[src/rtl/uart_pkg.sv]
// Shared UART definitions: transmitter state encoding, LCR word-length
// encodings, bit-time tick constants and frame helper functions used by
// both the transmit and receive paths.
package uart_pkg;

  typedef enum logic [2:0] {
    TX_IDLE,
    TX_START,
    TX_DATA,
    TX_PARITY,
    TX_STOP
  } tx_state_e;

  // LCR[1:0] word-length select
  localparam logic [1:0] WLS_5 = 2'b00;
  localparam logic [1:0] WLS_6 = 2'b01;
  localparam logic [1:0] WLS_7 = 2'b10;
  localparam logic [1:0] WLS_8 = 2'b11;

  // Bit durations in 16x baud ticks
  localparam int TICKS_BIT = 16;
  localparam int TICKS_1P5 = 24;
  localparam int TICKS_2   = 32;

  // Frame format captured at the start of each frame. The parity bit is
  // resolved at load time so later LCR writes cannot disturb the frame.
  typedef struct packed {
    logic [1:0] wls;
    logic       pen;
    logic       stb;
    logic       par;
  } tx_fmt_t;

  // Mask selecting the 5..8 valid data bits for a word length
  function automatic logic [7:0] wls_mask(input logic [1:0] wls);
    logic [7:0] mask;
    case (wls)
      WLS_5:   mask = 8'h1F;
      WLS_6:   mask = 8'h3F;
      WLS_7:   mask = 8'h7F;
      WLS_8:   mask = 8'hFF;
      default: mask = 8'hFF;
    endcase
    return mask;
  endfunction

  // Parity over the valid data bits only; stick parity forces ~eps
  function automatic logic parity_bit(input logic [7:0] data,
                                      input logic [1:0] wls,
                                      input logic       eps,
                                      input logic       sticky);
    logic [7:0] masked;
    masked = data & wls_mask(wls);
    if (sticky)   return ~eps;
    else if (eps) return ^masked;
    else          return ~^masked;
  endfunction

  // Count reload for the stop period: 1, 1.5 (5-bit words) or 2 stop bits
  function automatic logic [4:0] stop_reload(input logic [1:0] wls,
                                             input logic       stb);
    if (!stb)              return 5'(TICKS_BIT - 1);
    else if (wls == WLS_5) return 5'(TICKS_1P5 - 1);
    else                   return 5'(TICKS_2 - 1);
  endfunction

endpackage

[src/rtl/uart_tx_top.sv]
// UART transmit serializer: pops characters from a first-word-fall-through
// TX FIFO on baud ticks and shifts start, data, optional parity and stop
// bits onto tx. All state changes happen only on baud_pulse clocks.
module uart_tx_top
  import uart_pkg::*;
(
  input  logic       clk,
  input  logic       rst,
  input  logic       baud_pulse,
  input  logic       pen,
  input  logic       eps,
  input  logic       sticky_parity,
  input  logic       stb,
  input  logic [1:0] wls,
  input  logic       set_break,
  input  logic       fifo_empty,
  input  logic [7:0] din,
  output logic       pop,
  output logic       tx,
  output logic       busy
);

  localparam logic [4:0] BIT_RELOAD = 5'(TICKS_BIT - 1);

  tx_state_e  state_q, state_d;
  logic [4:0] count_q, count_d;
  logic [2:0] bitcnt_q, bitcnt_d;
  logic [7:0] shift_q, shift_d;
  logic       tx_q, tx_d;
  tx_fmt_t    fmt_q, fmt_d;
  logic       pop_d;
  logic       load_frame;

  // Next-state, datapath and pop strobe for the frame sequencer
  always_comb begin
    // NOTE: every signal gets a default first so no path leaves it
    // unassigned; otherwise synthesis infers a latch.
    state_d    = state_q;
    count_d    = count_q;
    bitcnt_d   = bitcnt_q;
    shift_d    = shift_q;
    tx_d       = tx_q;
    fmt_d      = fmt_q;
    pop_d      = 1'b0;
    load_frame = 1'b0;

    if (baud_pulse) begin
      if (state_q != TX_IDLE && count_q != 5'd0) begin
        count_d = count_q - 5'd1;
      end else begin
        case (state_q)
          TX_IDLE: begin
            load_frame = !fifo_empty;
          end
          TX_START: begin
            tx_d     = shift_q[0];
            bitcnt_d = 3'd4 + {1'b0, fmt_q.wls};
            count_d  = BIT_RELOAD;
            state_d  = TX_DATA;
          end
          TX_DATA: begin
            if (bitcnt_q != 3'd0) begin
              shift_d  = {1'b0, shift_q[7:1]};
              tx_d     = shift_q[1];
              bitcnt_d = bitcnt_q - 3'd1;
              count_d  = BIT_RELOAD;
            end else if (fmt_q.pen) begin
              tx_d    = fmt_q.par;
              count_d = BIT_RELOAD;
              state_d = TX_PARITY;
            end else begin
              tx_d    = 1'b1;
              count_d = stop_reload(fmt_q.wls, fmt_q.stb);
              state_d = TX_STOP;
            end
          end
          TX_PARITY: begin
            tx_d    = 1'b1;
            count_d = stop_reload(fmt_q.wls, fmt_q.stb);
            state_d = TX_STOP;
          end
          TX_STOP: begin
            // Chain straight into the next start bit when data is waiting
            load_frame = !fifo_empty;
            if (fifo_empty) state_d = TX_IDLE;
          end
          default: state_d = TX_IDLE;
        endcase
      end
    end

    if (load_frame) begin
      pop_d   = 1'b1;
      shift_d = din;
      fmt_d   = '{wls: wls, pen: pen, stb: stb,
                  par: parity_bit(din, wls, eps, sticky_parity)};
      tx_d    = 1'b0;
      count_d = BIT_RELOAD;
      state_d = TX_START;
    end
  end

  // State and datapath registers; async reset returns the line to idle-high
  always_ff @(posedge clk or posedge rst) begin
    if (rst) begin
      state_q  <= TX_IDLE;
      count_q  <= 5'd0;
      bitcnt_q <= 3'd0;
      shift_q  <= 8'h00;
      tx_q     <= 1'b1;
      fmt_q    <= '0;
    end else begin
      // NOTE: sequential state uses non-blocking assignments so every
      // register samples the pre-edge values regardless of statement order.
      state_q  <= state_d;
      count_q  <= count_d;
      bitcnt_q <= bitcnt_d;
      shift_q  <= shift_d;
      tx_q     <= tx_d;
      fmt_q    <= fmt_d;
    end
  end

  // Pop is gated by rst so a reset can never consume a FIFO entry
  assign pop  = pop_d & ~rst;
  assign busy = (state_q != TX_IDLE) | pop;
  assign tx   = tx_q & ~set_break;

endmodule

[config.mk]
export PLATFORM = sky130hd
export DESIGN_NAME = uart_tx_top
export DESIGN_NICKNAME = d
export VERILOG_FILES = /design/src/rtl/uart_pkg.sv /design/src/rtl/uart_tx_top.sv
export SDC_FILE = /design/constraint.sdc
export NUM_CORES = 1
export LEC_CHECK = 0
export ABC_CLOCK_PERIOD_IN_PS = 4500
export BUFFER_PORTS_ARGS = -buffer_cell sky130_fd_sc_hd__buf_2
export CAP_MARGIN = 0
export CORE_MARGIN = 2
export CORE_UTILIZATION = 45
export CTS_CLUSTER_SIZE = 24
export DETAILED_ROUTE_END_ITERATION = 16
export GPL_ROUTABILITY_DRIVEN = 0
export GPL_TIMING_DRIVEN = 0
export PLACE_DENSITY = 0.65
export SYNTH_ARGS = -nofsm -noshare
export SYNTH_HDL_FRONTEND = slang
export SYNTH_SLANG_ARGS = --single-unit
[constraint.sdc]
create_clock -name clk -period 4.5 [get_ports clk]
set_input_delay 0.9 -clock clk [delete_from_list [all_inputs] [get_ports clk]]
set_output_delay 0.9 -clock clk [all_outputs]
set_load 0.05 [all_outputs]
==> results.sh <==
export IMPL_layout_min_cycle_time_ns=3.35
export IMPL_power_density_nw_per_um2=477
export IMPL_grt_pass1_wl_um=5710
export IMPL_max_cap_viol_count=0
export IMPL_path_clk_slew_ns=0.15
export IMPL_cts_hold_buf=0
export IMPL_synth_edf_count=0
export IMPL_cp_slowest_stage_delay_ns=0.44
export IMPL_clock_latency_ns=0.33
export IMPL_switching_share=0.409
export IMPL_cts_buffer_depth=2
export IMPL_grt_overflow_total=0
export IMPL_cpMaxStageDelayCell="dfrtp_1"
export IMPL_holdPathStages=2
export IMPL_cts_tree="built"
export IMPL_p_int_mw=0.493
export IMPL_yosys_register_bits=25
export IMPL_cts_resized=0
export IMPL_die_w_um=63.0
export IMPL_synth_top_family_by_area="simple AND/OR/NAND/NOR gates"
export IMPL_placed_area_um2=1720
export IMPL_met3_length_um=97
export IMPL_pin_count=22
export IMPL_cp_max_fo=10
export IMPL_grt_usage=0.182
export IMPL_synth_ff_type="dfrtp_1"
export IMPL_fp_dieH_um=63.0
export IMPL_dieArea_um2=3960
export IMPL_drt_first_iter_violations=75
export IMPL_fmax_ghz=0.299
export IMPL_vias=1241
export IMPL_antenna_cells=0
export IMPL_route_top_layer_used="met4"
export IMPL_path_buf_inv=3
export IMPL_yosysWarnings=0
export IMPL_synthCells=157
export IMPL_syn_nets=180
export IMPL_hold_violations=0
export IMPL_status="completed"
export IMPL_h_tree_depth=1
export IMPL_antenna_found_initial=0
export IMPL_p_seq_frac=0.449
export IMPL_worst_path_dominant_cell_family="simple AND/OR/NAND/NOR gates"
export IMPL_place_hpwl_um=2440
export IMPL_fin_area_um2=1750
export IMPL_synth_compound_gate_area_share=0.161
export IMPL_synthXorXnorAreaFrac=0.0368
export IMPL_r2r_cells=7
export IMPL_worstPathRequired_ns=3.60
export IMPL_cts_sinks=25
export IMPL_max_vdd_ir_drop_mv=0.166
export IMPL_post_route_period_util=0.743
export IMPL_finalSetupViolCount=0
export IMPL_cp_depth=8
export IMPL_tightest_slew_ns=0.963
export IMPL_hp_class="flip-flop to flip-flop"
export IMPL_fp_row_count=21
export IMPL_grt_pass1_vias=1290
export IMPL_worst_slack_ns=1.15
export IMPL_slew_headroom=0.357
export IMPL_end_kind="output port"
export IMPL_worst_setup_path_start_kind="flip-flop"
export IMPL_area_delta_synth_final_pct=11.8
export IMPL_post_cts_buffers=0
export IMPL_crit_chain="inv_1 -> ha_1 -> nor4b_4 -> or2_4 -> nand3_4 -> buf_6 -> o21ai_0 -> buf_2"
export IMPL_ant_nets=0
export IMPL_drc=0
export IMPL_wl_met2_um=1590
export IMPL_fin_nets=205
export IMPL_slew_violations=0
export IMPL_final_layout_size_suffix_gt1_frac=0.293
export IMPL_p_clk_frac=0.125
export IMPL_fin_setup_tns_ns=0
export IMPL_wirelength_um=3170
export IMPL_pwr_share_comb=0.426
export IMPL_rsz0062_at_grt="false"
export IMPL_yosys_cell_types_count=50
export IMPL_avgSynthCellArea_um2=9.96
export IMPL_grt_max_degree=26
export IMPL_synth_cell_area_um2=1560
export IMPL_routedWlPerCell_um=14.0
export IMPL_place_ws_ns=1.35
export IMPL_synth_simple_gate_area_frac=0.221
export IMPL_io_buffers=20
export IMPL_vias_per_cell=5.47
export IMPL_drt_pre_antenna_iters=4
export IMPL_core_area_um2=3340
export IMPL_skew_ns=0.0113
export IMPL_async_flop_share=1.00
export IMPL_drt_met1_wl_um=1450
export IMPL_root_buffer="clkbuf_4"
export IMPL_ys_seq_area_frac=0.401
export IMPL_start_util=0.469
export IMPL_whs_ns=0.509
export IMPL_p_leak_nw=0.800
export IMPL_synth_area_mux_share=0.102
export IMPL_switchingPower_mw=0.341
export IMPL_cts_buffers=3
export IMPL_worst_ep_arrival_time_ns=2.45
export IMPL_synthAdderAreaFrac=0.0320
export IMPL_critPathKind="flip-flop to output port"
## layout by cell type (no fill, tap or decap), types with 2 or more instances in the layout
master,count
nor2_1,7
or3_2,2
nor3_4,2
dfrtp_1,24
buf_2,23
a21oi_1,8
o21ai_1,4
inv_1,8
a31oi_1,3
ha_1,4
o21ai_0,12
xnor2_1,4
nor3_1,5
nand2_1,18
o21a_1,2
clkbuf_4,3
mux2_2,7
nor2b_1,2
nand3_1,3
mux2i_1,8
## worst paths after layout
kind,from,to,slack [ns]
worst min-delay path,shift_q[3],shift_q[3],0.51
min in group asynchronous,rst,shift_q[1],0.79
worst max-delay path,count_q[0],busy,1.15
max in group asynchronous,rst,fmt_q[1],3.12
worst max register to register,count_q[0],state_q[0],2.40
worst min register to register,shift_q[3],shift_q[3],0.51
## cells in the mapped netlist, types with 2 or more instances
cell type | count | area, µm²
dfrtp_1 | 24 | 601
nand2_1 | 18 | 67.6
o21ai_0 | 12 | 60.1
a21oi_1 | 8 | 40.0
inv_1 | 8 | 30.0
mux2i_1 | 8 | 80.1
mux2_2 | 7 | 78.8
nor2_1 | 7 | 26.3
nor3_1 | 5 | 25.0
ha_1 | 4 | 50.1
o21ai_1 | 4 | 20.0
xnor2_1 | 4 | 35.0
a31oi_1 | 3 | 18.8
buf_2 | 3 | 15.0
nand3_1 | 3 | 15.0
nor2b_1 | 2 | 12.5
nor3_4 | 2 | 32.5
o21a_1 | 2 | 15.0
or3_2 | 2 | 15.0
## per-layer routing
layer | track usage | vias up
li1 | - | 605
met5 | 0 | -
met4 | 0.0611 | 0
met2 | 0.328 | 24
met1 | 0.216 | 608
met3 | 0.0324 | 4
## state kept, by name (all words and copies together) (netlist names)
| register | cells |
|---|---|
| bitcnt_q | 3 |
| count_q | 5 |
| state_q | 3 |
| tx_q | 1 |
| fmt_q | 5 |
| shift_q | 8 |
## cells by family (layout without fill, tap and decap cells)
group,after synthesis,count (layout)
AND/OR/NAND/NOR,54,54
AO/OA/AOI/OAI,40,40
flip-flops,25,25
multiplexers,15,15
buffers and inverters,14,38
XOR/XNOR,5,5
adder cells (fa/ha/maj),4,4
## metrics by stage
stage / total power, mW / utilization / instances
global route: 0.910 / 0.524 / 227
global placement: 0.717 / 0.516 / 223
finish: 0.833 / 0.524 / 227
detailed placement: 0.739 / 0.516 / 223
CTS: 0.843 / 0.524 / 227
floorplan: 0.647 / - / 157
## cell type report
class | instances | area [µm²]
buffer | 5 | 40.0
timing repair buffer | 20 | 100
fill | 322 | 1590
tap | 46 | 57.6
multi-input combinational | 118 | 863
inverter | 9 | 33.8
clock buffer | 4 | 26.3
sequential | 25 | 627
## power groups by stage
stage | registers (mW) | clock network (mW) | logic (mW)
2_1_floorplan | 0.359 | 0 | 0.288
3_3_place_gp | 0.375 | 0 | 0.343
3_5_place_dp | 0.379 | 0 | 0.359
4_1_cts | 0.374 | 0.108 | 0.361
5_1_grt | 0.387 | 0.121 | 0.402
6_report | 0.374 | 0.105 | 0.355
## worst reg2reg max path: cells and delay by family (launching register included)
kind	cells	cell delay, ns
flip-flops	1	0.44
adder cells (fa/ha/maj)	1	0.15
AND/OR/NAND/NOR	3	1.05
buffers and inverters	1	0.10
AO/OA/AOI/OAI	2	0.24
(Power assumes the default switching activity.)
